File: config.mk
export PLATFORM = sky130hd
export DESIGN_NAME = vga_frame_ctl
export DESIGN_NICKNAME = d
export VERILOG_FILES = /design/src/rtl/vga_frame_ctl.sv
export SDC_FILE = /design/constraint.sdc
export NUM_CORES = 1
export LEC_CHECK = 0
export ABC_AREA = 1
export BUFFER_PORTS_ARGS = -buffer_cell sky130_fd_sc_hd__buf_2
export CAP_MARGIN = 10
export CORE_ASPECT_RATIO = 0.7
export CORE_MARGIN = 5
export CORE_UTILIZATION = 35
export DETAILED_ROUTE_END_ITERATION = 10
export HOLD_SLACK_MARGIN = 0.08
export SYNTH_ARGS = -nofsm -noshare
export SYNTH_HDL_FRONTEND = slang
export SYNTH_SLANG_ARGS = --single-unit
File: constraint.sdc
create_clock -name clk -period 6.45 [get_ports clk]
set_input_delay 0 -clock clk [delete_from_list [all_inputs] [get_ports clk]]
set_output_delay 0 -clock clk [all_outputs]
set_load 0.005 [all_outputs]
File: src/rtl/vga_frame_ctl.sv
// ---------------------------------------------------------------------------
// vga_frame_ctl
//   Timing sequencer for the 1024x768@60 (65 MHz) VGA pixel pipeline.
//   Generates hcount/vcount, sync and blanking, and owns the frame-stable
//   object position (pos_x/pos_y) used by the draw stages.
//
//   Position update handshake (req/ack):
//     The requester raises cfg_req with cfg_x/cfg_y stable and holds all
//     three until it samples cfg_ack=1, then drops cfg_req in that cycle.
//     The request is captured (clamped) into shadow registers while IDLE.
//     It is applied to pos_x/pos_y on the clock that enters vertical blanking,
//     and cfg_ack pulses high for exactly that one cycle. cfg_req is ignored
//     while a capture is pending or being acknowledged.
//
// Ports
//   clk, rst          pixel clock, asynchronous active-high reset
//   en                count enable; low freezes counters and timing outputs
//   cfg_req/x/y       position update request and requested coordinates
//   cfg_ack           one-cycle pulse: request applied to pos_x/pos_y
//   hcount, vcount    pixel / line counters
//   hsync, vsync      active-high sync pulses
//   hblnk, vblnk      blanking flags
//   frame_start       one-cycle pulse at (0,0)
//   pos_x, pos_y      frame-stable position for the draw stages
//   state_dbg         current handshake FSM state (0 IDLE, 1 PENDING, 2 ACK)
// ---------------------------------------------------------------------------
module vga_frame_ctl #(
  parameter int H_TOT        = 1344,
  parameter int H_BLNK_START = 1024,
  parameter int H_SYNC_START = 1048,
  parameter int H_SYNC_END   = 1184,
  parameter int V_TOT        = 806,
  parameter int V_BLNK_START = 768,
  parameter int V_SYNC_START = 771,
  parameter int V_SYNC_END   = 777,
  parameter int X_INIT       = 600,
  parameter int Y_INIT       = 100,
  parameter int X_MAX        = 1023,
  parameter int Y_MAX        = 767
) (
  input  logic        clk,
  input  logic        rst,
  input  logic        en,
  input  logic        cfg_req,
  input  logic [10:0] cfg_x,
  input  logic [10:0] cfg_y,
  output logic        cfg_ack,
  output logic [10:0] hcount,
  output logic [10:0] vcount,
  output logic        hsync,
  output logic        vsync,
  output logic        hblnk,
  output logic        vblnk,
  output logic        frame_start,
  output logic [10:0] pos_x,
  output logic [10:0] pos_y,
  output logic [1:0]  state_dbg
);

  localparam logic [10:0] H_LAST = 11'(H_TOT - 1);
  localparam logic [10:0] V_LAST = 11'(V_TOT - 1);
  localparam logic [10:0] H_BS   = 11'(H_BLNK_START);
  localparam logic [10:0] H_SS   = 11'(H_SYNC_START);
  localparam logic [10:0] H_SE   = 11'(H_SYNC_END);
  localparam logic [10:0] V_BS   = 11'(V_BLNK_START);
  localparam logic [10:0] V_SS   = 11'(V_SYNC_START);
  localparam logic [10:0] V_SE   = 11'(V_SYNC_END);
  localparam logic [10:0] X_RST  = 11'(X_INIT);
  localparam logic [10:0] Y_RST  = 11'(Y_INIT);
  localparam logic [10:0] X_CLMP = 11'(X_MAX);
  localparam logic [10:0] Y_CLMP = 11'(Y_MAX);

  typedef enum logic [1:0] {
    IDLE    = 2'd0,
    PENDING = 2'd1,
    ACK     = 2'd2
  } state_t;

  state_t      state, state_nxt;
  logic [10:0] h_nxt, v_nxt;
  logic        vb_edge;
  logic [10:0] shadow_x, shadow_y, shadow_x_nxt, shadow_y_nxt;
  logic [10:0] pos_x_nxt, pos_y_nxt;
  logic        ack_nxt;

  // Next counts. Every timing output is decoded from these and registered
  // together with the counters, so outputs line up with the counts they
  // describe in the same cycle.
  always_comb begin
    h_nxt = hcount + 11'd1;
    v_nxt = vcount;
    if (hcount == H_LAST) begin
      h_nxt = 11'd0;
      v_nxt = (vcount == V_LAST) ? 11'd0 : vcount + 11'd1;
    end
  end

  // Clock that lands on the first pixel of the first blanking line.
  assign vb_edge = en && (h_nxt == 11'd0) && (v_nxt == V_BS);

  always_ff @(posedge clk or posedge rst) begin
    if (rst) begin
      hcount      <= 11'd0;
      vcount      <= 11'd0;
      hsync       <= 1'b0;
      vsync       <= 1'b0;
      hblnk       <= 1'b0;
      vblnk       <= 1'b0;
      frame_start <= 1'b0;
    end else if (en) begin
      hcount      <= h_nxt;
      vcount      <= v_nxt;
      hsync       <= (h_nxt >= H_SS) && (h_nxt < H_SE);
      vsync       <= (v_nxt >= V_SS) && (v_nxt < V_SE);
      hblnk       <= (h_nxt >= H_BS);
      vblnk       <= (v_nxt >= V_BS);
      frame_start <= (h_nxt == 11'd0) && (v_nxt == 11'd0);
    end else begin
      frame_start <= 1'b0;
    end
  end

  // Handshake FSM: state register
  always_ff @(posedge clk or posedge rst) begin
    if (rst) begin
      state    <= IDLE;
      shadow_x <= 11'd0;
      shadow_y <= 11'd0;
      pos_x    <= X_RST;
      pos_y    <= Y_RST;
      cfg_ack  <= 1'b0;
    end else begin
      state    <= state_nxt;
      shadow_x <= shadow_x_nxt;
      shadow_y <= shadow_y_nxt;
      pos_x    <= pos_x_nxt;
      pos_y    <= pos_y_nxt;
      cfg_ack  <= ack_nxt;
    end
  end

  // Handshake FSM: next state and datapath. A request captured on the same
  // clock as vb_edge waits for the following frame's vb_edge, because the
  // apply step only happens from PENDING.
  always_comb begin
    state_nxt    = state;
    shadow_x_nxt = shadow_x;
    shadow_y_nxt = shadow_y;
    pos_x_nxt    = pos_x;
    pos_y_nxt    = pos_y;
    ack_nxt      = 1'b0;
    case (state)
      IDLE: begin
        if (cfg_req) begin
          shadow_x_nxt = (cfg_x > X_CLMP) ? X_CLMP : cfg_x;
          shadow_y_nxt = (cfg_y > Y_CLMP) ? Y_CLMP : cfg_y;
          state_nxt    = PENDING;
        end
      end
      PENDING: begin
        if (vb_edge) begin
          pos_x_nxt = shadow_x;
          pos_y_nxt = shadow_y;
          ack_nxt   = 1'b1;
          state_nxt = ACK;
        end
      end
      ACK: begin
        state_nxt = IDLE;
      end
      default: begin
        state_nxt = IDLE;
      end
    endcase
  end

  assign state_dbg = state;

endmodule

==> run metrics, run 1 <==
status=finished clean; Placed Cells=692; async set or reset register ratio after synthesis=1.00; Net Sw Frac=0.315; # DRC=0; final hold violations=0; Post-Route WL=10,500 um; # Max-Cap Violations=0; CTS buffer count=9; Finished Cell Area=4920 sq um; hold path start=cfg_x[10]; flops & latches, synth=74; cell internal pwr=0.973 mW; max_slew headroom=0.364; via count=3,572; fillers=1,054; ys flop type=dfrtp_1; worst-case vdd ir drop=0.164 mV; Synth Area per Inst=7.91 sq um; Die Wd=135 um; startpoint type of the worst setup path=flip-flop; Root Driver=clkbuf_16; yosys warns=0; clk buf depth=2; vias in the first global route=3,372; worst-margin pin slew=954 ps; Clk pwr share=0.358; DP HPWL=7240 um; Setup TNS=0 ps; fraction of layout cells with a size suffix above 1=0.202; DRT antenna net count=0; GPL Wtd Cong=0.930; # rows=31; Syn-to-layout area delta=28.7%; antenna violations before repair=0; final setup margin=3280 ps; die area=13,100 sq um; Clk Latency, worst-skew pair=320 ps; worst slack, placed=3280 ps; DRT Pass-1 Iters=5; Comb pwr share=0.205; Final min period=3170 ps; Clock Sinks=74; part of the power in registers=0.437; NumNets Final=615; fin crit share=0.492; Critical-path top delay cell=nor2_4; Post-Synthesis Cell Area=3820 sq um; crit path kind=flip-flop to flip-flop; I/O pin count=78; skew final=5.53 ps; GRT Overall Usage=0.162; CTS HTree Levels=3; Final Max Slew Viols=0; CP arrival=3380 ps; synth unique cells=36; worst r2r src=hcount[0]; Placed Area=4310 sq um; Vias/cell=4.84; pin count of the biggest net entering global routing=75; static leakage=2.53 nW; clock-pin slew on the worst setup and hold paths=60 ps; CP cell instances=ha_1 > nand3_2 > nor3_4 > inv_2 > o21ai_1 > nand2_1 > nor2_4 > nand3_4 > nand2_1 > nand2_1; Setup violations, final=0; CTS tree=yes; drt wl/cell=14.2 um; Hold Crit Class=input pin to flip-flop; Post-Syn Nets=513; grt ovf=0; P per Cell Area=289 nW/um^2; die height=97.4 um; IO buf count=77; Post-Synthesis Cells=483; 1st-iter DRT viols=371; post-synthesis sequential area ratio=0.487; fmax=315 MHz; CP max FO=24; Non-Filler Instances=738; postcts setup bufs=0; first-pass GRT wire length=17,300 um; crit-path max cell delay=530 ps; starting utilization of the core area=0.363; Critical Path Source=hcount[0]; Core Box Area=10,500 sq um; # diodes=0; Post-synth EDFFs=0; WP data required=6660 ps; sw power=0.448 mW; unrepaired setup endpoints after global routing=no; Crit. End Element=flip-flop; cell mode on critical path=nand2_1
[power groups by stage]
stage          Combinational, mW  Clock (mW)  Sequential (mW)
2_1_floorplan              0.196           0            0.602
5_1_grt                    0.332       0.543            0.632
6_report                   0.292       0.509            0.620
3_3_place_gp               0.274           0            0.624
3_5_place_dp               0.279           0            0.626
4_1_cts                    0.295       0.524            0.619
[through the flow]
step	util	hold slack (ps)	total power, mW
after global routing	0.468	114	1.51
after floorplan	-	133	0.798
after global placement	0.410	226	0.898
after detailed placement	0.410	230	0.905
after CTS	0.468	82.7	1.44
final	0.468	96.3	1.42
[cells in the mapped netlist, types with 2 or more instances]
| master | n | area [sq um] |
|---|---|---|
| nand2_1 | 166 | 623 |
| dfstp_2 | 7 | 184 |
| o211ai_1 | 3 | 22.5 |
| buf_6 | 2 | 22.5 |
| nand4_1 | 31 | 194 |
| nor2_2 | 2 | 12.5 |
| nand3b_1 | 2 | 15.0 |
| nor2_4 | 5 | 56.3 |
| nor3_1 | 4 | 20.0 |
| o22a_1 | 8 | 70.1 |
| nand3_1 | 27 | 135 |
| buf_4 | 2 | 15.0 |
| buf_2 | 4 | 20.0 |
| nand3_4 | 2 | 35.0 |
| o21ai_0 | 27 | 135 |
| clkbuf_1 | 9 | 33.8 |
| inv_1 | 39 | 146 |
| a21oi_1 | 4 | 20.0 |
| ha_1 | 4 | 50.1 |
| xor2_1 | 2 | 17.5 |
| nor2_1 | 49 | 184 |
| dfrtp_1 | 67 | 1680 |
| nand3_2 | 3 | 30.0 |
| o22ai_1 | 2 | 12.5 |
[routing by layer]
layer | track usage | part of all wire
met5 | 0 | 0
met4 | 0.0344 | 0.0086
met3 | 0.0388 | 0.059
met2 | 0.233 | 0.44
met1 | 0.244 | 0.49
[path summary, 6_finish.rpt]
path / end / slack, ps / cells after the start
max: pos_x[8] / 3280 / 10
min: shadow_x[6] / 100 / 3
max reg2reg: pos_x[8] / 3280 / 10
min reg2reg: pos_y[6] / 460 / 2
max in group asynchronous: vblnk / 5320 / 4
min in group asynchronous: hblnk / 500 / 4
[layout make-up]
cell class	instances	area [sq um]	share of cell area
Clock inverter	4	50.0	0.0102
Inverter	41	154	0.0313
Multi-Input combinational cell	350	1710	0.348
Clock buffer	12	256	0.0522
Timing Repair Buffer	109	701	0.142
Tap cell	148	185	0.0377
Sequential cell	74	1860	0.378
[sequential cells by signal (all words and copies together) (netlist names)]
| name | count |
|---|---|
| hcount | 11 |
| pos_x | 11 |
| pos_y | 11 |
| shadow_x | 11 |
| shadow_y | 11 |
| vcount | 11 |
| state_dbg | 2 |
| cfg_ack | 1 |
| frame_start | 1 |
| hblnk | 1 |
| hsync | 1 |
| vblnk | 1 |
| vsync | 1 |
[critical path, delay by kind of cell (launching register included)]
family          cells  cell delay (ps)
simple gates        7             1830
flops               1              480
compound gates      1              340
fa+ha+maj           1              300
buf+inv             1              100
[repair_timing]
item,4_1_cts,5_1_grt
setup endpoints to repair,0,0
gates resized for setup,0,0
hold buffers,30,0
endpoints found under the hold margin,87,0
[layout by cell type, fill, tap and decap left out, drive strengths merged]
| cell type | count |
|---|---|
| a21oi | 5 |
| a22o | 1 |
| and2 | 1 |
| buf | 79 |
| bufinv | 1 |
| clkbuf | 12 |
| clkinv | 2 |
| clkinvlp | 2 |
| dfrtp | 67 |
| dfstp | 7 |
| dlygate4sd3 | 30 |
| ha | 4 |
| inv | 40 |
| nand2 | 168 |
| nand3 | 32 |
| nand3b | 2 |
| nand4 | 31 |
| nor2 | 56 |
| nor3 | 5 |
| nor3b | 1 |
| o211ai | 3 |
| o21ai | 28 |
| o21bai | 1 |
| o22a | 8 |
| o22ai | 2 |
| xor2 | 2 |
[logic make-up after synthesis]
kind of cell	share of synthesized area
simple gates	0.354
xor+xnor	0.00459
flops	0.487
fa+ha+maj	0.0131
buf+inv	0.0652
compound gates	0.0760
No activity file was read; power rests on OpenSTA's default activity.
==> run 2, diff against run 1 <==
==> constraint.sdc (replaced) <==
create_clock -name clk -period 2.6 [get_ports clk]
set_input_delay 0 -clock clk [delete_from_list [all_inputs] [get_ports clk]]
set_output_delay 0 -clock clk [all_outputs]
set_load 0.005 [all_outputs]
==> run 2 against run 1 <==
  * Critical path depth up 2
  * Flip-flop and latch count unchanged
  * Clock power is 120% higher
  * Design area is 2.0% higher
  * Highest routed layer unchanged
==> run metrics, run 2 (same netlist as run 1, synthesis figures left out) <==
status=finished clean (unchanged); worst slack, placed=161 ps (was 3280 ps); CTS buffer count=9 (unchanged); highest-count cells in the layout ignoring fill and taps=nand2_1, buf_2, dfrtp_1 (unchanged); DRT antenna net count=0 (unchanged); most common cell after layout, fill and taps aside=nand2_1 (unchanged); CP cell instances=ha_2 > nand3_2 > nor2_4 > nand2_4 > nand2_1 > nand2_1 > nor2_1 > nand2_1 > nor2_4 > nand3_4 > nand2_1 > nand2_1 (was ha_1 > nand3_2 > nor3_4 > inv_2 > o21ai_1 > nand2_1 > nor2_4 > nand3_4 > nand2_1 > nand2_1); antenna violations before repair=0 (unchanged); startpoint type of the worst setup path=flip-flop (unchanged); # diodes=0 (unchanged); first-pass GRT wire length=17,700 um (was 17,300 um); # rows=31 (unchanged); Placed Cells=701 (was 692); GPL Wtd Cong=0.928 (was 0.930); IO buf count=77 (unchanged); static leakage=2.58 nW (was 2.53 nW); fillers=1,046 (was 1,054); Final min period=2350 ps (was 3170 ps); worst-case vdd ir drop=0.342 mV (was 0.164 mV); worst-margin pin slew=677 ps (was 954 ps); footprint of the multi-input gates=1730 sq um (was 1710 sq um); Core Box Area=10,500 sq um (unchanged); clock-pin slew on the worst setup and hold paths=60 ps (about the same); grt ovf=0 (unchanged); Critical-path top delay cell=dfrtp_1 (was nor2_4); cell mode on critical path=nand2_1 (unchanged); Clk Latency, worst-skew pair=330 ps (was 320 ps); Core Util, Final=0.477 (was 0.468); # DRC=0 (unchanged); max_slew headroom=0.548 (was 0.364); pin count of the biggest net entering global routing=32 (was 75); Non-Filler Instances=751 (was 738); final hold violations=0 (unchanged); # Max-Cap Violations=0 (unchanged); fmax=425 MHz (was 315 MHz); crit-path max cell delay=350 ps (was 530 ps); Final Max Slew Viols=0 (unchanged); GRT Overall Usage=0.166 (was 0.162); Setup violations, final=0 (unchanged); die area=13,100 sq um (unchanged); starting utilization of the core area=0.363 (unchanged); WP data required=2810 ps (was 6660 ps); met3 wire length=548 um (was 618 um); CTS tree=yes (unchanged); fraction of layout cells with a size suffix above 1=0.216 (was 0.202); M1 wire length=5300 um (was 5180 um); met2 WL=4790 um (was 4580 um); worst r2r src=hcount[0] (unchanged); die height=97.4 um (unchanged); Vias/cell=4.88 (was 4.84); vias in the first global route=3,550 (was 3,372); CP arrival=2570 ps (was 3380 ps); critical path's top delay family=simple AND/OR/NAND/NOR gates (unchanged); Post-Route WL=10,700 um (was 10,500 um); DP HPWL=7430 um (was 7240 um); Clock Sinks=74 (unchanged); unrepaired setup endpoints after global routing=no (unchanged); Syn-to-layout area delta=31.3% (was 28.7%); via count=3,662 (was 3,572); skew final=7.44 ps (was 5.53 ps); clk buf depth=2 (unchanged); NumNets Final=628 (was 615); Hold Slack=109 ps (was 96.3 ps); fin crit share=0.906 (was 0.492); hold path start=en (was cfg_x[10]); top layer in use=met4 (unchanged); DRT Pass-1 Iters=5 (unchanged); I/O pin count=78 (unchanged); Die Wd=135 um (unchanged); Hold Crit Class=input pin to flip-flop (unchanged); Crit. End Element=flip-flop (unchanged); CP max FO=12 (was 24); drt wl/cell=14.3 um (was 14.2 um); 1st-iter DRT viols=420 (was 371); Register Area=1860 sq um (unchanged); Root Driver=clkbuf_16 (unchanged); crit path kind=flip-flop to flip-flop (unchanged); WP buf/inv=0 (was 1); final setup margin=245 ps (was 3280 ps); Setup TNS=0 ps (unchanged); CTS HTree Levels=3 (unchanged); Critical Path Source=hcount[0] (unchanged); P per Cell Area=685 nW/um^2 (was 289 nW/um^2)
[run 2: routing by layer]
layer / GRT usage / vias up
met3: 0.0393 / 6
met2: 0.247 / 110
met4: 0.0485 / 0
met1: 0.240 / 1730
met5: 0 / -
li1: - / 1816
[run 2: worst paths after layout]
check / end / slack [ps] / cells after the start
worst max register to register: pos_y[10] / 250 / 12
max in group asynchronous: pos_y[6] / 1450 / 4
worst max-delay path: pos_y[10] / 250 / 12
worst min register to register: pos_x[4] / 460 / 2
min in group asynchronous: shadow_x[8] / 320 / 3
worst min-delay path: hcount[1] / 110 / 3
[run 2: worst reg2reg max path, cell delays in order (launching register included)]
cell	delay [ps]
dfrtp_1	350
ha_2	240
nand3_2	170
nor2_4	220
nand2_4	120
nand2_1	80
nand2_1	100
nor2_1	180
nand2_1	150
nor2_4	250
nand3_4	210
nand2_1	120
nand2_1	60
[run 2: cell type report]
cell class,count,share of cell area
sequential,74,0.371
clock inverter,5,0.00624
inverter,41,0.0307
tap,148,0.0369
clock buffer,11,0.0464
multi-input combinational,351,0.345
timing repair buffer,121,0.164
[run 2: power breakdown]
| group | internal, mW | total (mW) | switching (mW) | leakage (nW) |
|---|---|---|---|---|
| Clock | 0.643 | 1.11 | 0.467 | 0.129 |
| Sequential | 1.33 | 1.52 | 0.192 | 0.922 |
| Combinational | 0.333 | 0.802 | 0.470 | 1.53 |
| Total | 2.31 | 3.43 | 1.13 | 2.58 |
[run 2: stage by stage]
stage / power, mW / instance area (sq um)
floorplan: 1.98 / 3820
global placement: 2.27 / 4400
detailed placement: 2.29 / 4400
CTS: 3.46 / 4990
global route: 3.65 / 5010
finish: 3.43 / 5010
[run 2: repair_timing]
item / in CTS / in global routing
setup buffers: 0 / 1
endpoints found under the setup margin: 0 / 22
gates resized for setup: 0 / 2
hold endpoints to repair: 45 / 0
hold buffers: 32 / 0
==> run 3, diff against run 2 <==
==> constraint.sdc (replaced) <==
create_clock -name clk -period 2.65 [get_ports clk]
set_input_delay 0 -clock clk [delete_from_list [all_inputs] [get_ports clk]]
set_output_delay 0 -clock clk [all_outputs]
set_load 0.005 [all_outputs]
==> run 3 against run 2 <==
  * Clock skew is 2.6 ps lower
  * Critical path depth is 1 higher
  * Sequential share of layout area stayed put
  * Setup slack worse by 67 ps
  * Final cell count is 0.13% lower
  * Largest cell class unchanged
==> run metrics, run 3 (same netlist as run 1, synthesis figures left out) <==
unrepaired setup endpoints after global routing=no (unchanged); IO buf count=77 (unchanged); Core Box Area=10,500 sq um (unchanged); Final Max Slew Viols=0 (unchanged); vias in the first global route=3,500 (was 3,550); Clk Latency, worst-skew pair=330 ps (about the same); CTS HTree Levels=3 (unchanged); max_slew headroom=0.569 (was 0.548); fmax=405 MHz (was 425 MHz); Vias/cell=4.89 (was 4.88); Setup violations, final=0 (unchanged); # Max-Cap Violations=0 (unchanged); Critical-path top delay cell=dfrtp_1 (unchanged); WP data required=2860 ps (was 2810 ps); Clock Sinks=74 (unchanged); fin crit share=0.933 (was 0.906); CP max FO=23 (was 12); fraction of layout cells with a size suffix above 1=0.216 (about the same); I/O pin count=78 (unchanged); Register Area=1860 sq um (unchanged); highest-count cells in the layout ignoring fill and taps=nand2_1, buf_2, dfrtp_1 (unchanged); DP HPWL=7360 um (was 7430 um); static leakage=2.57 nW (was 2.58 nW); startpoint type of the worst setup path=flip-flop (unchanged); GPL Wtd Cong=0.944 (was 0.928); Hold Crit Class=input pin to flip-flop (unchanged); clk buf depth=2 (unchanged); footprint of the multi-input gates=1750 sq um (was 1730 sq um); 1st-iter DRT viols=368 (was 420); drt wl/cell=14.4 um (was 14.3 um); via count=3,669 (was 3,662); die area=13,100 sq um (unchanged); CP cell instances=ha_2 > nand3_2 > nor2_4 > nand2_4 > nand3_1 > nand2_1 > nor2_1 > nand4_1 > nor2_4 > buf_12 > nand2_1 > nand2_1 > nand2_1 (was ha_2 > nand3_2 > nor2_4 > nand2_4 > nand2_1 > nand2_1 > nor2_1 > nand2_1 > nor2_4 > nand3_4 > nand2_1 > nand2_1); clock-pin slew on the worst setup and hold paths=60 ps (about the same); # diodes=0 (unchanged); WP buf/inv=1 (was 0); Setup TNS=0 ps (unchanged); Placed Cells=699 (was 701); antenna violations before repair=0 (unchanged); starting utilization of the core area=0.363 (unchanged); cell mode on critical path=nand2_1 (unchanged); NumNets Final=627 (was 628); Post-Route WL=10,800 um (was 10,700 um); DRT Pass-1 Iters=5 (unchanged); worst slack, placed=155 ps (was 161 ps); skew final=4.89 ps (was 7.44 ps); Crit. End Element=flip-flop (unchanged); # rows=31 (unchanged); met2 WL=4760 um (was 4790 um); P per Cell Area=673 nW/um^2 (was 685 nW/um^2); DRT antenna net count=0 (unchanged); GRT Overall Usage=0.163 (was 0.166); status=finished clean (unchanged); grt ovf=0 (unchanged); Core Util, Final=0.477 (unchanged); final hold violations=0 (unchanged); worst-margin pin slew=645 ps (was 677 ps); critical path's top delay family=simple AND/OR/NAND/NOR gates (unchanged); crit path kind=flip-flop to flip-flop (unchanged); final setup margin=178 ps (was 245 ps); most common cell after layout, fill and taps aside=nand2_1 (unchanged); die height=97.4 um (unchanged); met3 wire length=784 um (was 548 um); M1 wire length=5110 um (was 5300 um); Root Driver=clkbuf_16 (unchanged); CTS tree=yes (unchanged); CTS buffer count=9 (unchanged); pin count of the biggest net entering global routing=31 (was 32); top layer in use=met4 (unchanged); fillers=1,019 (was 1,046); CP arrival=2680 ps (was 2570 ps); Non-Filler Instances=750 (was 751); worst-case vdd ir drop=0.422 mV (was 0.342 mV); Syn-to-layout area delta=31.3% (unchanged); Die Wd=135 um (unchanged); crit-path max cell delay=350 ps (about the same); Final min period=2470 ps (was 2350 ps); first-pass GRT wire length=17,500 um (was 17,700 um); # DRC=0 (unchanged)
==> run 3: changes by cell type in the layout (fill, tap and decap cells not counted) <==
cell	before	now
buf_4	10	9
dlygate4sd3_1	32	31
nand3_4	3	4
==> run 3: repair_timing <==
action	CTS	global route
endpoints found under the setup margin	0	22
hold buffers	30	1
endpoints found under the hold margin	44	1
resized for setup	0	3
buffers inserted	0	2
==> run 3: cell type report <==
cell class,count,area share
Clock buffer,11,0.0464
Inverter,41,0.0307
Tap cell,148,0.0369
Sequential cell,74,0.371
Multi-Input combinational cell,352,0.349
Timing Repair Buffer,119,0.160
Clock inverter,5,0.00624
==> run 3: worst reg2reg max path, delay by kind of cell, from the launching register on <==
kind          cells  cell delay (ps)
simple gates     11             1550
fa+ha+maj         1              240
buf+inv           1              200
flops             1              350
==> run 3: layer usage <==
layer	GRT usage	up-vias
met5	0	-
met4	0.0399	0
met3	0.0430	14
met2	0.237	133
met1	0.242	1712
li1	-	1810
==> run 3: worst paths after layout <==
kind | startpoint | endpoint | slack, ps | depth (start not counted)
max | hcount[0] | state_dbg[0] | 180 | 13
min | cfg_req | state_dbg[0] | 110 | 4
max reg2reg | hcount[0] | state_dbg[0] | 180 | 13
min reg2reg | pos_y[5] | pos_y[5] | 460 | 2
max in group asynchronous | rst | pos_y[2] | 1510 | 4
min in group asynchronous | rst | hsync | 300 | 3
==> run 3: where the power goes <==
group	total (mW)	switching, mW	internal [mW]	leakage [nW]
combinational	0.776	0.456	0.320	1.52
sequential	1.49	0.190	1.30	0.922
clock	1.10	0.472	0.631	0.129
total	3.37	1.12	2.26	2.57
==> run 3: stage by stage <==
step                cell area [sq um]  hold WS, ps  power (mW)
finish                           5010          114        3.37
detailed placement               4390          134        2.23
global placement                 4390          129        2.21
CTS                              4950         80.5        3.38
floorplan                        3820          133        1.94
global route                     5010          122        3.58
